`src/rtl/line_encoder.sv`:
```
// Serial line encoder: NRZ-L / NRZI / Manchester with optional zero-bit stuffing.
// Each bit period is two clk cycles (H0, H1); words are sent MSB first.
//
// state | meaning
// IDLE  | no bit period in progress, B_out holds its last level
// DATA  | transmitting a data bit (phase selects H0/H1)
// STUFF | transmitting an inserted 0 after a run of STUFF_RUN ones
module line_encoder #(
  parameter int WIDTH     = 8,
  parameter int STUFF_RUN = 6
) (
  input  logic             clk,
  input  logic             rst,
  input  logic [1:0]       mode,
  input  logic             stuff_en,
  input  logic [WIDTH-1:0] data_in,
  input  logic             data_valid,
  output logic             data_ready,
  output logic             B_out,
  output logic             busy,
  output logic             stuff_out
);

  localparam int IW = $clog2(WIDTH);
  localparam int CW = $clog2(STUFF_RUN + 1);
  localparam logic [CW-1:0] RUN = CW'(STUFF_RUN);
  localparam logic [IW-1:0] LAST_IDX = IW'(WIDTH - 1);

  typedef enum logic [1:0] {
    IDLE  = 2'd0,
    DATA  = 2'd1,
    STUFF = 2'd2
  } state_t;

  state_t           state, state_n;
  logic             phase, phase_n;
  logic [IW-1:0]    bit_idx, idx_n;
  logic [CW-1:0]    cnt, cnt_n, cnt_inc;
  logic [WIDTH-1:0] shreg, shreg_n;
  logic [1:0]       mode_r, mode_n, launch_mode;
  logic             sen_r, sen_n;
  logic             stuff_last, last_n;
  logic             b_reg, b_n;
  logic             rdy_en;
  logic             accept, run_hit, final_h1;
  logic             do_load, do_launch, do_idle, launch_bit;

  // Level driven in H0: NRZI toggles on a 1, Manchester sends the complement.
  function automatic logic enc_h0(input logic [1:0] m, input logic b, input logic lvl);
    case (m)
      2'b01:   enc_h0 = b ? ~lvl : lvl;
      2'b10:   enc_h0 = ~b;
      default: enc_h0 = b;
    endcase
  endfunction

  function automatic logic enc_h1(input logic [1:0] m, input logic b, input logic lvl);
    case (m)
      2'b01:   enc_h1 = lvl;
      2'b10:   enc_h1 = b;
      default: enc_h1 = b;
    endcase
  endfunction

  assign run_hit  = sen_r && (cnt == RUN);
  assign cnt_inc  = (cnt >= RUN) ? RUN : cnt + 1'b1;
  assign final_h1 = phase &&
                    (((state == DATA) && (bit_idx == '0) && !run_hit) ||
                     ((state == STUFF) && stuff_last));

  assign data_ready = rdy_en && ((state == IDLE) || final_h1);
  assign accept     = data_valid && data_ready;
  assign B_out      = b_reg;
  assign busy       = (state != IDLE);
  assign stuff_out  = (state == STUFF);

  always_comb begin
    state_n     = state;
    phase_n     = phase;
    idx_n       = bit_idx;
    shreg_n     = shreg;
    cnt_n       = cnt;
    mode_n      = mode_r;
    sen_n       = sen_r;
    last_n      = stuff_last;
    b_n         = b_reg;
    launch_mode = mode_r;
    do_load     = 1'b0;
    do_launch   = 1'b0;
    do_idle     = 1'b0;
    launch_bit  = 1'b0;

    case (state)
      IDLE: do_load = accept;
      DATA: begin
        if (!phase) begin
          phase_n = 1'b1;
          b_n     = enc_h1(mode_r, shreg[WIDTH-1], b_reg);
        end else if (run_hit) begin
          state_n = STUFF;
          phase_n = 1'b0;
          cnt_n   = '0;
          last_n  = (bit_idx == '0);
          shreg_n = shreg << 1;
          if (bit_idx != '0) idx_n = bit_idx - 1'b1;
          b_n     = enc_h0(mode_r, 1'b0, b_reg);
        end else if (bit_idx == '0) begin
          do_load = accept;
          do_idle = !accept;
        end else begin
          shreg_n    = shreg << 1;
          idx_n      = bit_idx - 1'b1;
          do_launch  = 1'b1;
          launch_bit = shreg[WIDTH-2];
        end
      end
      STUFF: begin
        if (!phase) begin
          phase_n = 1'b1;
          b_n     = enc_h1(mode_r, 1'b0, b_reg);
        end else if (stuff_last) begin
          do_load = accept;
          do_idle = !accept;
        end else begin
          // shreg was already advanced when the stuffed period began
          do_launch  = 1'b1;
          launch_bit = shreg[WIDTH-1];
        end
      end
      default: do_idle = 1'b1;
    endcase

    if (do_load) begin
      shreg_n     = data_in;
      idx_n       = LAST_IDX;
      mode_n      = mode;
      sen_n       = stuff_en;
      last_n      = 1'b0;
      launch_mode = mode;
      do_launch   = 1'b1;
      launch_bit  = data_in[WIDTH-1];
    end

    if (do_launch) begin
      state_n = DATA;
      phase_n = 1'b0;
      b_n     = enc_h0(launch_mode, launch_bit, b_reg);
      cnt_n   = launch_bit ? cnt_inc : '0;
    end

    if (do_idle) begin
      state_n = IDLE;
      phase_n = 1'b0;
      cnt_n   = '0;
    end
  end

  always_ff @(posedge clk) begin
    if (rst) begin
      state      <= IDLE;
      phase      <= 1'b0;
      bit_idx    <= '0;
      cnt        <= '0;
      shreg      <= '0;
      mode_r     <= 2'b00;
      sen_r      <= 1'b0;
      stuff_last <= 1'b0;
      b_reg      <= 1'b0;
      rdy_en     <= 1'b0;
    end else begin
      state      <= state_n;
      phase      <= phase_n;
      bit_idx    <= idx_n;
      cnt        <= cnt_n;
      shreg      <= shreg_n;
      mode_r     <= mode_n;
      sen_r      <= sen_n;
      stuff_last <= last_n;
      b_reg      <= b_n;
      rdy_en     <= 1'b1;
    end
  end

endmodule
```
`config.mk`:
```
export PLATFORM = sky130hd
export DESIGN_NAME = line_encoder
export DESIGN_NICKNAME = d
export VERILOG_FILES = /design/src/rtl/line_encoder.sv
export SDC_FILE = /design/constraint.sdc
export NUM_CORES = 1
export LEC_CHECK = 0
export BUFFER_PORTS_ARGS = -buffer_cell sky130_fd_sc_hd__buf_2
export CORE_MARGIN = 2
export CORE_UTILIZATION = 30
export CTS_CLUSTER_DIAMETER = 50
export DETAILED_ROUTE_END_ITERATION = 8
export PLACE_DENSITY_LB_ADDON = 0.2
export SKIP_LAST_GASP = 1
export SLEW_MARGIN = 25
export SYNTH_ARGS = -nofsm -noshare
export SYNTH_HDL_FRONTEND = slang
export SYNTH_SLANG_ARGS = --single-unit
```
`constraint.sdc`:
```
create_clock -name clk -period 3.35 [get_ports clk]
set_input_delay 0.335 -clock clk [delete_from_list [all_inputs] [get_ports clk]]
set_output_delay 0.335 -clock clk [all_outputs]
set_load 0.05 [all_outputs]
```
==> flow_summary.toml <==
[sta]
hold_violations = 0
setup_violations = 0
setup_tns_ns = 0
worstMarginPinSlew_ns = 0.559
drv_slew = 0
relSlewSlack_pct = 62.6
fmax_ghz = 0.333
fin_skew_ns = 0.00721
timing.final.crit_share_pct = 89.6
rsz0062_at_grt = "false"
layout_min_cycle_time_ns = 3.00

[cells_and_area]
area_delta_synth_final_pct = 16.2
nFillCells = 473
nets = 202
final_area_sq_um = 1600
finalNonFillerCells = 229
register_area_sq_um = 460
drive_gt1_share_pct = 19.8
mostFrequentLayoutCells = "dfxtp_1, nor2_1, buf_2"
layout_commonest_cell = "dfxtp_1"
multi_input_area_sq_um = 881
antenna_cells = 0
fin_util_pct = 36.5

[cts]
path_clk_slew_ns = 0.09
cts_resized = 0
cts_max_path_buffers = 2
cts.hold.buffers_added = 0
clock_latency_ns = 0.27
cts_setup_buffers = 0
numClockSinks = 23
htreeDepth = 1
numCtsBuffers = 3
cts_tree = "built"
clockRootBuffer = "clkbuf_8"

[route]
firstDrtPassIters = 4
drt_iter0_drc = 63
drt-total-wl_um = 3080
drtAntennaViolNets = 0
vias_per_cell = 5.09
drc_errors = 0
vias = 1165
wl_per_cell_um = 13.5

[critical_path]
crit_fanout = 15
cp-start-kind = "register"
slowest_delay_ns = 0.41
cpLargestDelayFamily = "compound AO/OA/AOI/OAI gates"
worst-path-buf-inv = 2
end_kind = "register"
slowest_stage = "ha_1"
crit_path_cell_trace = "inv_1, ha_1, nand2_1, o41ai_4, nand3_4, mux2i_2, inv_1, ha_1, nor3b_1, o21ai_0, o41a_1, a311oi_1"
setup.worst_path.class = "register to register"
cp.arrival_ns = 3.19
cp.required_ns = 3.54

[power_and_ir_drop]
combPwrFrac_pct = 22.1
power_switching_uw = 200
internal_power_uw = 431
cellPowerDensity_nw_per_um2 = 394
switching_share_pct = 31.7
ir_worst_vdd_v = 0.000250
leakage_uw = 0.000609
p_clk_share_pct = 29.2
p_seq_share_pct = 48.7

[logic_synthesis]
ys_ff_latch = 23
yosysSeqAreaShare_pct = 33.4
synth.net_count = 185
synth_edf_count = 0
synthDistinctLibCells = 38
synth_ff_type = "dfxtp_1"
syn_inst = 161
async_flop_share_pct = 0
netlist.area_leader.share_pct = 33.4
synth_area_sq_um = 1380
ys_top_cells_by_area = "dfxtp_1, ha_1, mux2i_1, nor2_1, nand2_1"
yosys_warnings = 0
synth_top_area_cell = "dfxtp_1"
syn_avg_cell_area_sq_um = 8.56

[global_route]
overflow = 0
track_usage_pct = 13.0
grt_max_degree = 19
grt_pass1_wl_um = 5350
antenna_found_initial = 0
grt_pass1_vias = 1193

[floorplan]
die_w_um = 71.8
die_y_um = 71.8
initial_core_util_pct = 31.4
num_io_pins = 18
num_rows = 24
die_area_sq_um = 5150
coreArea_sq_um = 4380

[placement]
place_area_sq_um = 1510
portBuffers = 17
gp_congestion = 0.891
dp_cells = 225
dp_hpwl_um = 2350

[min_path]
min_path_type = "input pin to register"

[outcome]
status = "finished, final reports clean"

[run]
drv_cap = 0
[final cells by class]
cell class | count | share of cell area (%)
Clock inverter | 1 | 0.469
Clock buffer | 3 | 2.58
Sequential cell | 23 | 28.8
Timing Repair Buffer | 19 | 6.25
Tap cell | 52 | 4.07
Multi-Input combinational cell | 119 | 55.0
Inverter | 12 | 2.81
[sequential cells by signal, indices dropped and copies added, names as in the netlist]
name	flops
B_out	1
mode_r	2
bit_idx	3
shreg	8
state	2
phase	1
stuff_last	1
rdy_en	1
cnt	3
sen_r	1
[routing by layer]
metal	vias to the layer above	part of all wire, %	GRT usage, %
met5	-	0	0
met4	0	0.45	2.52
met3	2	3.8	3.52
met2	21	50	22.6
met1	546	46	16.2
li1	596	-	-
[cell usage after synthesis, drive strengths merged, types with 3 or more instances]
library cell and n:
nand3 8, nand2 15, mux2i 11, o21ai 7
clkbuf 4, nand2b 3, a21oi 11, nor2b 5
buf 3, nor2 18, inv 12, a211oi 8
ha 10, dfxtp 23
[path summary, 6_finish.rpt]
path               from  endpoint  slack (ns)  cells after the start
max reg2reg    state[0]     B_out        0.35                     12
max            state[0]     B_out        0.35                     12
min reg2reg      cnt[0]    cnt[0]        0.49                      2
min          data_in[0]  shreg[0]        0.30                      3
[power groups by stage]
stage	Combinational (uW)	Sequential, uW	Clock, uW
after floorplan	102	311	0
after global placement	129	312	0
after detailed placement	132	313	0
after CTS	132	307	192
after global routing	156	310	202
final	140	307	184
[tightest hold or removal path: stages]
cell and delay, ns:
buf_2 0.09, nand2_1 0.04, a21oi_1 0.05
[cell families after synthesis]
family / count (synthesis) / share of synthesized area [%]
simple gates: 58 / 21.6
compound gates: 38 / 20.7
flops: 23 / 33.4
buf+inv: 19 / 5.90
mux: 11 / 7.99
fa+ha+maj: 10 / 9.08
xor+xnor: 2 / 1.27
[stage by stage]
step                worst slack [ns]  power (uW)  hold slack (ns)
global route                 0.00743         668            0.312
CTS                            0.194         631            0.292
floorplan                      0.364         413            0.446
global placement               0.396         441            0.460
finish                         0.350         631            0.302
detailed placement             0.245         445            0.480
Power figures use the tool's default switching activity.
